File: config.mk
export PLATFORM = sky130hd
export DESIGN_NAME = im_fetch_ctrl_flat
export DESIGN_NICKNAME = d
export VERILOG_FILES = /design/src/rtl/mips_pkg.sv /design/src/rtl/im_fetch_ctrl_if.sv /design/src/rtl/im_npc_calc.sv /design/src/rtl/im_fetch_ctrl.sv /design/src/flat_wrapper.sv
export SDC_FILE = /design/constraint.sdc
export NUM_CORES = 1
export LEC_CHECK = 0
export BUFFER_PORTS_ARGS = -buffer_cell sky130_fd_sc_hd__buf_4
export CAP_MARGIN = 20
export CORE_AREA = 4 4 82 141
export CTS_BUF_LIST = sky130_fd_sc_hd__clkbuf_8
export CTS_CLUSTER_SIZE = 12
export DETAILED_ROUTE_END_ITERATION = 10
export DIE_AREA = 0 0 86 145
export GPL_TIMING_DRIVEN = 1
export PLACE_DENSITY_LB_ADDON = 0.2
export SYNTH_ARGS = -nofsm -noshare
export SYNTH_HDL_FRONTEND = slang
export SYNTH_SLANG_ARGS = --single-unit
File: constraint.sdc
create_clock -name clk -period 10.7 [get_ports clk]
set_input_delay 0 -clock clk [delete_from_list [all_inputs] [get_ports clk]]
set_output_delay 0 -clock clk [all_outputs]
set_load 0.01 [all_outputs]
File: src/rtl/mips_pkg.sv
// Shared definitions for the MIPS instruction-fetch front end:
// reset PC, IM geometry, fetch FSM states and the next-PC source select.
package mips_pkg;

  localparam logic [31:0] PC_RESET_DEF = 32'h0000_3000;
  localparam int          IM_WORDS_DEF = 32;

  localparam logic [1:0] ST_BOOT = 2'd0;
  localparam logic [1:0] ST_RUN  = 2'd1;
  localparam logic [1:0] ST_HOLD = 2'd2;
  localparam logic [1:0] ST_HALT = 2'd3;

  typedef enum logic [1:0] {
    SRC_SEQ = 2'd0,
    SRC_BR  = 2'd1,
    SRC_J   = 2'd2,
    SRC_JR  = 2'd3
  } npc_src_e;

endpackage

File: src/rtl/im_fetch_ctrl_if.sv
// Core <-> fetch-controller bundle: redirect/stall controls in, PC and status out.
interface im_fetch_ctrl_if #(
  parameter int IM_AW = 5
);

  logic              stall;
  logic              halt_req;
  logic              branch_taken;
  logic [15:0]       branch_off;
  logic              jump;
  logic [25:0]       jump_target;
  logic              jr;
  logic [31:0]       jr_addr;
  logic [31:0]       pc;
  logic [IM_AW-1:0]  im_addr;
  logic [31:0]       pc_plus4;
  logic              fetch_valid;
  logic              fault;
  logic              halted;

  modport master (
    output stall, halt_req, branch_taken, branch_off, jump, jump_target, jr, jr_addr,
    input  pc, im_addr, pc_plus4, fetch_valid, fault, halted
  );

  modport slave (
    input  stall, halt_req, branch_taken, branch_off, jump, jump_target, jr, jr_addr,
    output pc, im_addr, pc_plus4, fetch_valid, fault, halted
  );

endinterface

File: src/rtl/im_npc_calc.sv
// Combinational next-PC mux with alignment and IM-window range check.
module im_npc_calc
  import mips_pkg::*;
#(
  parameter logic [31:0] PC_RESET = PC_RESET_DEF,
  parameter int          IM_WORDS = IM_WORDS_DEF
) (
  input  logic [31:0] pc,
  input  npc_src_e    src,
  input  logic [15:0] branch_off,
  input  logic [25:0] jump_target,
  input  logic [31:0] jr_addr,
  output logic [31:0] npc,
  output logic        bad
);

  localparam logic [31:0] PC_LIMIT = PC_RESET + 32'(IM_WORDS * 4);

  logic [31:0] seq_s;
  logic [31:0] br_disp_s;

  assign seq_s     = pc + 32'd4;
  assign br_disp_s = {{14{branch_off[15]}}, branch_off, 2'b00};

  // Source mux; all additions wrap modulo 2^32 before the range check.
  always_comb begin
    npc = seq_s;
    case (src)
      SRC_SEQ: npc = seq_s;
      SRC_BR:  npc = seq_s + br_disp_s;
      SRC_J:   npc = {seq_s[31:28], jump_target, 2'b00};
      SRC_JR:  npc = jr_addr;
      default: npc = seq_s;
    endcase
  end

  assign bad = (npc[1:0] != 2'b00) || (npc < PC_RESET) || (npc >= PC_LIMIT);

endmodule

File: src/rtl/im_fetch_ctrl.sv
// PC sequencer for the single-cycle MIPS core: BOOT/RUN/HOLD/HALT FSM,
// PC register, and sticky fault on illegal fetch targets.
module im_fetch_ctrl
  import mips_pkg::*;
#(
  parameter logic [31:0] PC_RESET = PC_RESET_DEF,
  parameter int          IM_WORDS = IM_WORDS_DEF
) (
  input  logic            clk,
  input  logic            rst_n,
  im_fetch_ctrl_if.slave  bus
);

  localparam int IM_AW = $clog2(IM_WORDS);

  logic [1:0]  state_q, state_d;
  logic [31:0] pc_q, pc_d;
  logic        fault_q, fault_d;
  logic        halted_q, halted_d;
  logic        fetch_valid_q, fetch_valid_d;

  npc_src_e    src_s;
  logic [31:0] npc_s;
  logic        bad_s;

  // Redirect priority: jr over jump over branch over sequential.
  always_comb begin
    src_s = SRC_SEQ;
    if (bus.jr) begin
      src_s = SRC_JR;
    end else if (bus.jump) begin
      src_s = SRC_J;
    end else if (bus.branch_taken) begin
      src_s = SRC_BR;
    end else begin
      src_s = SRC_SEQ;
    end
  end

  im_npc_calc #(
    .PC_RESET (PC_RESET),
    .IM_WORDS (IM_WORDS)
  ) u_npc (
    .pc          (pc_q),
    .src         (src_s),
    .branch_off  (bus.branch_off),
    .jump_target (bus.jump_target),
    .jr_addr     (bus.jr_addr),
    .npc         (npc_s),
    .bad         (bad_s)
  );

  // Fetch FSM; a bad candidate halts with the PC kept at its last legal value.
  always_comb begin
    state_d = state_q;
    pc_d    = pc_q;
    fault_d = fault_q;
    case (state_q)
      ST_BOOT: state_d = ST_RUN;
      ST_RUN: begin
        if (bus.halt_req) begin
          state_d = ST_HALT;
          fault_d = fault_q | bad_s;
        end else if (bus.stall) begin
          state_d = ST_HOLD;
        end else if (bad_s) begin
          state_d = ST_HALT;
          fault_d = 1'b1;
        end else begin
          pc_d = npc_s;
        end
      end
      ST_HOLD: begin
        if (!bus.stall) begin
          state_d = ST_RUN;
        end else begin
          state_d = ST_HOLD;
        end
      end
      ST_HALT: state_d = ST_HALT;
      default: state_d = ST_BOOT;
    endcase
    fetch_valid_d = (state_d == ST_RUN);
    halted_d      = (state_d == ST_HALT);
  end

  // State and registered status outputs.
  always_ff @(posedge clk) begin
    if (!rst_n) begin
      state_q       <= ST_BOOT;
      pc_q          <= PC_RESET;
      fault_q       <= 1'b0;
      halted_q      <= 1'b0;
      fetch_valid_q <= 1'b0;
    end else begin
      state_q       <= state_d;
      pc_q          <= pc_d;
      fault_q       <= fault_d;
      halted_q      <= halted_d;
      fetch_valid_q <= fetch_valid_d;
    end
  end

  assign bus.pc          = pc_q;
  assign bus.im_addr     = pc_q[IM_AW+1:2];
  assign bus.pc_plus4    = pc_q + 32'd4;
  assign bus.fetch_valid = fetch_valid_q;
  assign bus.fault       = fault_q;
  assign bus.halted      = halted_q;

endmodule

File: src/flat_wrapper.sv
// flat-port wrapper written by rule: the top's interface ports become plain ports
module im_fetch_ctrl_flat import mips_pkg::*;
#(
  parameter logic [31:0] PC_RESET = PC_RESET_DEF,
  parameter int          IM_WORDS = IM_WORDS_DEF
)
  (clk, rst_n, bus_stall, bus_halt_req, bus_branch_taken, bus_branch_off, bus_jump, bus_jump_target, bus_jr, bus_jr_addr, bus_pc, bus_im_addr, bus_pc_plus4, bus_fetch_valid, bus_fault, bus_halted);
  im_fetch_ctrl_if #(.IM_AW(5)) bus_i ();
  input  logic clk;
  input  logic rst_n;
  input wire logic [$bits(bus_i.stall)-1:0] bus_stall;
  input wire logic [$bits(bus_i.halt_req)-1:0] bus_halt_req;
  input wire logic [$bits(bus_i.branch_taken)-1:0] bus_branch_taken;
  input wire logic [$bits(bus_i.branch_off)-1:0] bus_branch_off;
  input wire logic [$bits(bus_i.jump)-1:0] bus_jump;
  input wire logic [$bits(bus_i.jump_target)-1:0] bus_jump_target;
  input wire logic [$bits(bus_i.jr)-1:0] bus_jr;
  input wire logic [$bits(bus_i.jr_addr)-1:0] bus_jr_addr;
  output wire logic [$bits(bus_i.pc)-1:0] bus_pc;
  output wire logic [$bits(bus_i.im_addr)-1:0] bus_im_addr;
  output wire logic [$bits(bus_i.pc_plus4)-1:0] bus_pc_plus4;
  output wire logic [$bits(bus_i.fetch_valid)-1:0] bus_fetch_valid;
  output wire logic [$bits(bus_i.fault)-1:0] bus_fault;
  output wire logic [$bits(bus_i.halted)-1:0] bus_halted;
  assign bus_i.stall = bus_stall;
  assign bus_i.halt_req = bus_halt_req;
  assign bus_i.branch_taken = bus_branch_taken;
  assign bus_i.branch_off = bus_branch_off;
  assign bus_i.jump = bus_jump;
  assign bus_i.jump_target = bus_jump_target;
  assign bus_i.jr = bus_jr;
  assign bus_i.jr_addr = bus_jr_addr;
  assign bus_pc = bus_i.pc;
  assign bus_im_addr = bus_i.im_addr;
  assign bus_pc_plus4 = bus_i.pc_plus4;
  assign bus_fetch_valid = bus_i.fetch_valid;
  assign bus_fault = bus_i.fault;
  assign bus_halted = bus_i.halted;
  im_fetch_ctrl #(.PC_RESET(PC_RESET), .IM_WORDS(IM_WORDS)) u_core (.clk(clk), .rst_n(rst_n), .bus(bus_i));
endmodule
==> flow_summary.json, run 1 <==
{
  "worst-path-buf-inv": 0,
  "rsz0062_at_grt": "false",
  "ys_ff_latch": 37,
  "tns_ns": 0,
  "yosys.area.top_type": "dfxtp_1",
  "final_cells": 852,
  "regToRegStartpoint": "u_core.bus.pc[2]",
  "crit_path_end_kind": "flip-flop",
  "synth.area.top_cells": "dfxtp_1, ha_1, a21oi_1",
  "period_needed_ns": 5.93,
  "hp-start": "rst_n",
  "synth_top_area_share_pct": 16.6,
  "viasPerCell": 6.34,
  "finalHoldViolCount": 0,
  "ys.flop_type": "dfxtp_1",
  "die_x_um": 86,
  "synth_top_family_by_area": "simple AND/OR/NAND/NOR gates",
  "maxCapViolCount": 0,
  "path_max_fanout": 27,
  "synth-compound-area-share_pct": 27.7,
  "dp.cells": 843,
  "start_kind": "flip-flop",
  "slew_violations": 0,
  "drc_errors": 0,
  "cp_top_family": "simple AND/OR/NAND/NOR gates",
  "max_freq_mhz": 169,
  "syn_area_per_cell_um2": 7.39,
  "area_growth_pct": 28.0,
  "synthXorXnorAreaFrac_pct": 9.00,
  "root_buffer": "clkbuf_8",
  "ys_warn_count": 0,
  "finalCoreUtilization_pct": 55.0,
  "yosys.area_share.simple_pct": 29.7,
  "portBuffers": 152,
  "vias": 5399,
  "cp_slowest_cell": "nor3b_1",
  "antenna_left": 0,
  "netlist_top_cells_count": "nand2_1, a21oi_1, dfxtp_1",
  "endpoint": "u_core.bus.pc[25]",
  "core_area_um2": 10400,
  "post_cts_resized": 0,
  "ys_types": 76,
  "critPathMaxStageDelay_ns": 0.71,
  "synth_nets": 715,
  "status": "finished, final reports clean",
  "drt_wl_total_um": 19400,
  "synthMuxAreaShare_pct": 1.83,
  "grt-ovfl-total": 0,
  "min_period_over_period_pct": 55.4,
  "grt_start_max_net_pins": 40,
  "insertion_delay_ns": 0.28,
  "hp-class": "input port to flip-flop",
  "grt_pass1_wl_um": 29600,
  "detail_route.wl_per_cell_um": 22.8,
  "fin_skew_ns": 0.00393,
  "h-tree-depth": 2,
  "yosys.cell_count.top_type": "nand2_1",
  "fp-row-count": 49,
  "die_h_um": 145,
  "cp.arrival_ns": 6.11,
  "grt_use_total_pct": 30.3,
  "hpwl_um": 15900,
  "slew_headroom_pct": 42.7,
  "numCtsBuffers": 5,
  "worst-slew-pin-transition_ns": 0.852,
  "path_common_cell": "and3_1",
  "clock_path_buffers": 2,
  "critPathLaunch": "u_core.bus.pc[2]",
  "p_leak_nw": 2.59,
  "n_antenna_cell": 0,
  "p_per_area_nw_per_um2": 65.0,
  "reg2reg_depth": 17,
  "cp_cell_sequence": "ha_1 > nand3_1 > or3_1 > nor2_2 > nand3_1 > xnor2_1 > ha_1 > and3_1 > nor3b_1 > and3_1 > a21oi_1 > a31oi_1 > o22ai_1 > a221oi_1 > and3_1 > a21oi_4 > and2_2",
  "cp.required_ns": 10.88,
  "drtPass1Iterations": 5,
  "vdd_drop_max_v": 0.0000908,
  "async_reset_ff_share_pct": 0,
  "drtIter0Drc": 335,
  "setup_viol": 0,
  "rrSetupSlack_ns": 4.77,
  "cp.depth": 17,
  "ios": 153,
  "cts_sinks": 37,
  "grt_pass1_vias": 5440,
  "ys_seq_area_share_pct": 16.6,
  "whs_ns": 0.0243,
  "cts_tree": "yes",
  "power_w": 0.000370,
  "synthesis.area_um2": 4450,
  "worstReg2RegEnd": "u_core.bus.pc[25]",
  "crit_type": "flip-flop to flip-flop",
  "synth_edf_count": 0,
  "syn_inst": 602,
  "synth_fa_ha_area_share_pct": 9.17,
  "antenna_found_initial": 0,
  "gp_congestion": 0.972,
  "nNetsFinal": 837,
  "path_clk_slew_ns": 0.07,
  "drive_gt1_share_pct": 26.6,
  "start_util_pct": 43.0,
  "die_area_um2": 12500
}
worst min path at each step:
stage / to / depth (start not counted)
after global placement: u_core.state_q[0] / 2
after detailed placement: u_core.state_q[0] / 2
after global routing: u_core.bus.fetch_valid / 3
final: u_core.bus.fetch_valid / 3
after CTS: u_core.bus.fetch_valid / 3
after floorplan: u_core.state_q[0] / 1
worst min-delay path: cells and delay by family:
kind	cells	cell delay, ns
buffers and inverters	1	0.16
and+or+nand+nor	1	0.07
AOI/OAI and AO/OA	1	0.04
registers in the layout (all words and copies together), names as in the netlist:
signal                  flops
u_core.bus.pc              32
u_core.state_q              2
u_core.bus.fault            1
u_core.bus.fetch_valid      1
u_core.bus.halted           1
per-stage QoR:
| stage | setup slack (ns) | cell area (um2) |
|---|---|---|
| 3_5_place_dp | 4.95 | 5570 |
| 6_report | 4.77 | 5700 |
| 3_3_place_gp | 5.05 | 5570 |
| 2_1_floorplan | 5.85 | 4450 |
| 5_1_grt | 4.60 | 5700 |
| 4_1_cts | 4.93 | 5700 |
area by class of cell:
cell class	instances	area [um2]
Clock buffer	6	82.6
Multi-Input combinational cell	507	3440
Timing Repair Buffer	155	1170
Sequential cell	37	741
Tap cell	127	159
Inverter	18	67.6
Fill cell	1015	4660
Clock inverter	2	37.5
cells in the final DEF, fill, tap and decap left out, types with 16 or more instances in the layout:
cell / instances
buf_4: 154
nand2_1: 60
a21oi_1: 52
dfxtp_1: 37
o21ai_0: 34
ha_1: 31
nor2_1: 29
xnor2_1: 25
nor3_1: 25
nand3_1: 19
xor2_1: 18
inv_1: 18
nand4_1: 18
and2_1: 16
metal layers:
layer | vias to the layer above | global-route usage (%) | wire (um)
met1 | 2583 | 31.7 | 6790
li1 | 2500 | - | -
met5 | - | 0 | 0
met3 | 57 | 4.20 | 1060
met2 | 259 | 57.3 | 10500
met4 | 0 | 13.9 | 1020
report_power, final:
part	switching [W]	internal, W	total [W]
logic	0.0000592	0.0000466	0.000106
clock network	0.0000485	0.0000757	0.000124
registers	0.00000138	0.000139	0.000140
total	0.000109	0.000261	0.000370
kinds of logic after synthesis:
family                     Yosys count
AOI/OAI and AO/OA                  183
buffers and inverters               58
and+or+nand+nor                    240
adders and majority gates           32
muxes                                8
DFF                                 37
xor gates and xnor gates            44
timing repair:
item,in CTS,in global routing
buffers inserted,0,0
setup endpoints to repair,0,0
hold buffers,1,0
hold endpoints to repair,1,0
(Power assumes the default switching activity.)
==> run 2, diff against run 1 <==
==> constraint.sdc (replaced) <==
create_clock -name clk -period 6.1 [get_ports clk]
set_input_delay 0 -clock clk [delete_from_list [all_inputs] [get_ports clk]]
set_output_delay 0 -clock clk [all_outputs]
set_load 0.01 [all_outputs]
==> flow_summary.json, run 2 (same netlist as run 1, synthesis figures left out) <==
{
  "crit_type": "flip-flop to flip-flop",
  "slew_violations": 0,
  "rsz0062_at_grt": "false",
  "insertion_delay_ns": 0.29,
  "path_clk_slew_ns": 0.08,
  "viasPerCell": 6.44,
  "die_area_um2": 12500,
  "p_leak_nw": 2.62,
  "root_buffer": "clkbuf_8",
  "regToRegStartpoint": "u_core.bus.pc[6]",
  "hp-class": "input port to flip-flop",
  "start_kind": "flip-flop",
  "maxCapViolCount": 0,
  "setup_viol": 0,
  "final_common_cell": "buf_4",
  "drtIter0Drc": 359,
  "path_max_fanout": 27,
  "nNetsFinal": 845,
  "grt_pass1_wl_um": 30500,
  "antenna_left": 0,
  "cp.required_ns": 6.29,
  "vias": 5542,
  "status": "finished, final reports clean",
  "finalCoreUtilization_pct": 55.3,
  "grt_start_max_net_pins": 40,
  "worst-slew-pin-transition_ns": 0.920,
  "endpoint": "u_core.bus.pc[23]",
  "die_h_um": 145,
  "rrSetupSlack_ns": 0.27,
  "p_per_area_nw_per_um2": 106,
  "worstReg2RegEnd": "u_core.bus.pc[23]",
  "largest_reg_flops": 32,
  "slew_headroom_pct": 38.0,
  "maxUsedRoutingLayer": "met4",
  "fin_skew_ns": 0.00604,
  "area_growth_pct": 28.8,
  "period_needed_ns": 5.83,
  "cts_sinks": 37,
  "min_period_over_period_pct": 95.6,
  "place_ws_ns": 0.313,
  "cts_tree": "yes",
  "critPathLaunch": "u_core.bus.pc[6]",
  "gp_congestion": 0.985,
  "max_freq_mhz": 171,
  "hpwl_um": 16200,
  "grt-ovfl-total": 0,
  "tns_ns": 0,
  "reg2reg_depth": 15,
  "drc_errors": 0,
  "drive_gt1_share_pct": 27.6,
  "crit_path_end_kind": "flip-flop",
  "cp.arrival_ns": 6.02,
  "final_cells": 860,
  "drt_wl_total_um": 20000,
  "portBuffers": 152,
  "met2_wirelength_um": 10700,
  "grt_use_total_pct": 31.2,
  "start_util_pct": 43.0,
  "power_w": 0.000609,
  "fp-row-count": 49,
  "drtPass1Iterations": 5,
  "dp.cells": 851,
  "detail_route.wl_per_cell_um": 23.2,
  "cts_setup_buffers": 0,
  "antenna_found_initial": 0,
  "route.met3.wl_um": 1410,
  "clock_path_buffers": 2,
  "h-tree-depth": 2,
  "ios": 153,
  "finalHoldViolCount": 0,
  "fin_ws_ns": 0.268,
  "die_x_um": 86,
  "vdd_drop_max_v": 0.000103,
  "final_cell_mix": "buf_4, nand2_1, a21oi_1, dfxtp_1, o21ai_0",
  "fill_cells": 1066,
  "n_antenna_cell": 0,
  "core_area_um2": 10400,
  "grt_pass1_vias": 5719,
  "numCtsBuffers": 5,
  "met1_length_um": 6640
}
run 2: what timing repair did:
action / 4_1_cts / 5_1_grt
setup endpoints to repair: 0 / 25
hold buffers: 1 / 0
hold endpoints to repair: 1 / 0
gates resized for setup: 0 / 1
run 2: metal layers:
layer  up-vias  track usage [%]
li1       2523                -
met1      2568             31.4
met2       359             59.1
met3        92             4.20
met4         0             17.1
met5         -                0
run 2: final cells by class:
type,instances,area (um2),area share (%)
timing repair buffer,163,1230,21.4
sequential,37,741,12.9
tap,127,159,2.77
clock inverter,3,21.3,0.371
clock buffer,5,68.8,1.20
inverter,18,67.6,1.18
multi-input combinational,507,3450,60.2
run 2: worst max-delay path, cell delays in order (launching register included):
cell and delay, ns:
dfxtp_1 0.51, nand3_1 0.31, or2_2 0.49, nor2_1 0.15, xor2_1 0.43, ha_1 0.33, a21oi_1 0.12, o21ai_0 0.75
mux2i_1 0.18, a221o_1 0.35, a211oi_1 0.28, o22ai_1 0.16, or4_4 0.55, nor4_4 0.56, a21oi_4 0.28, and2_2 0.28
run 2: through the flow:
step	instance area, um2	hold WS (ns)
floorplan	4450	0.106
global placement	5630	0.244
detailed placement	5630	0.244
CTS	5730	0.0148
global route	5730	0.0367
finish	5730	0.0176
run 2: report_power, final:
group | switching, W | total (W) | internal, W
combinational | 0.000105 | 0.000188 | 0.0000829
clock | 0.0000939 | 0.000175 | 0.0000810
sequential | 0.00000228 | 0.000246 | 0.000244
total | 0.000202 | 0.000609 | 0.000408
run 2: worst min-delay path by stage:
| stage | startpoint | to | slack, ns | cells past startpoint |
|---|---|---|---|---|
| final | rst_n | u_core.bus.fetch_valid | 0.02 | 3 |
| after CTS | rst_n | u_core.bus.fetch_valid | 0.01 | 3 |
| after global routing | rst_n | u_core.state_q[0] | 0.04 | 2 |
| after floorplan | bus_stall | u_core.state_q[0] | 0.11 | 1 |
| after global placement | bus_stall | u_core.state_q[0] | 0.24 | 2 |
| after detailed placement | bus_stall | u_core.state_q[0] | 0.24 | 2 |
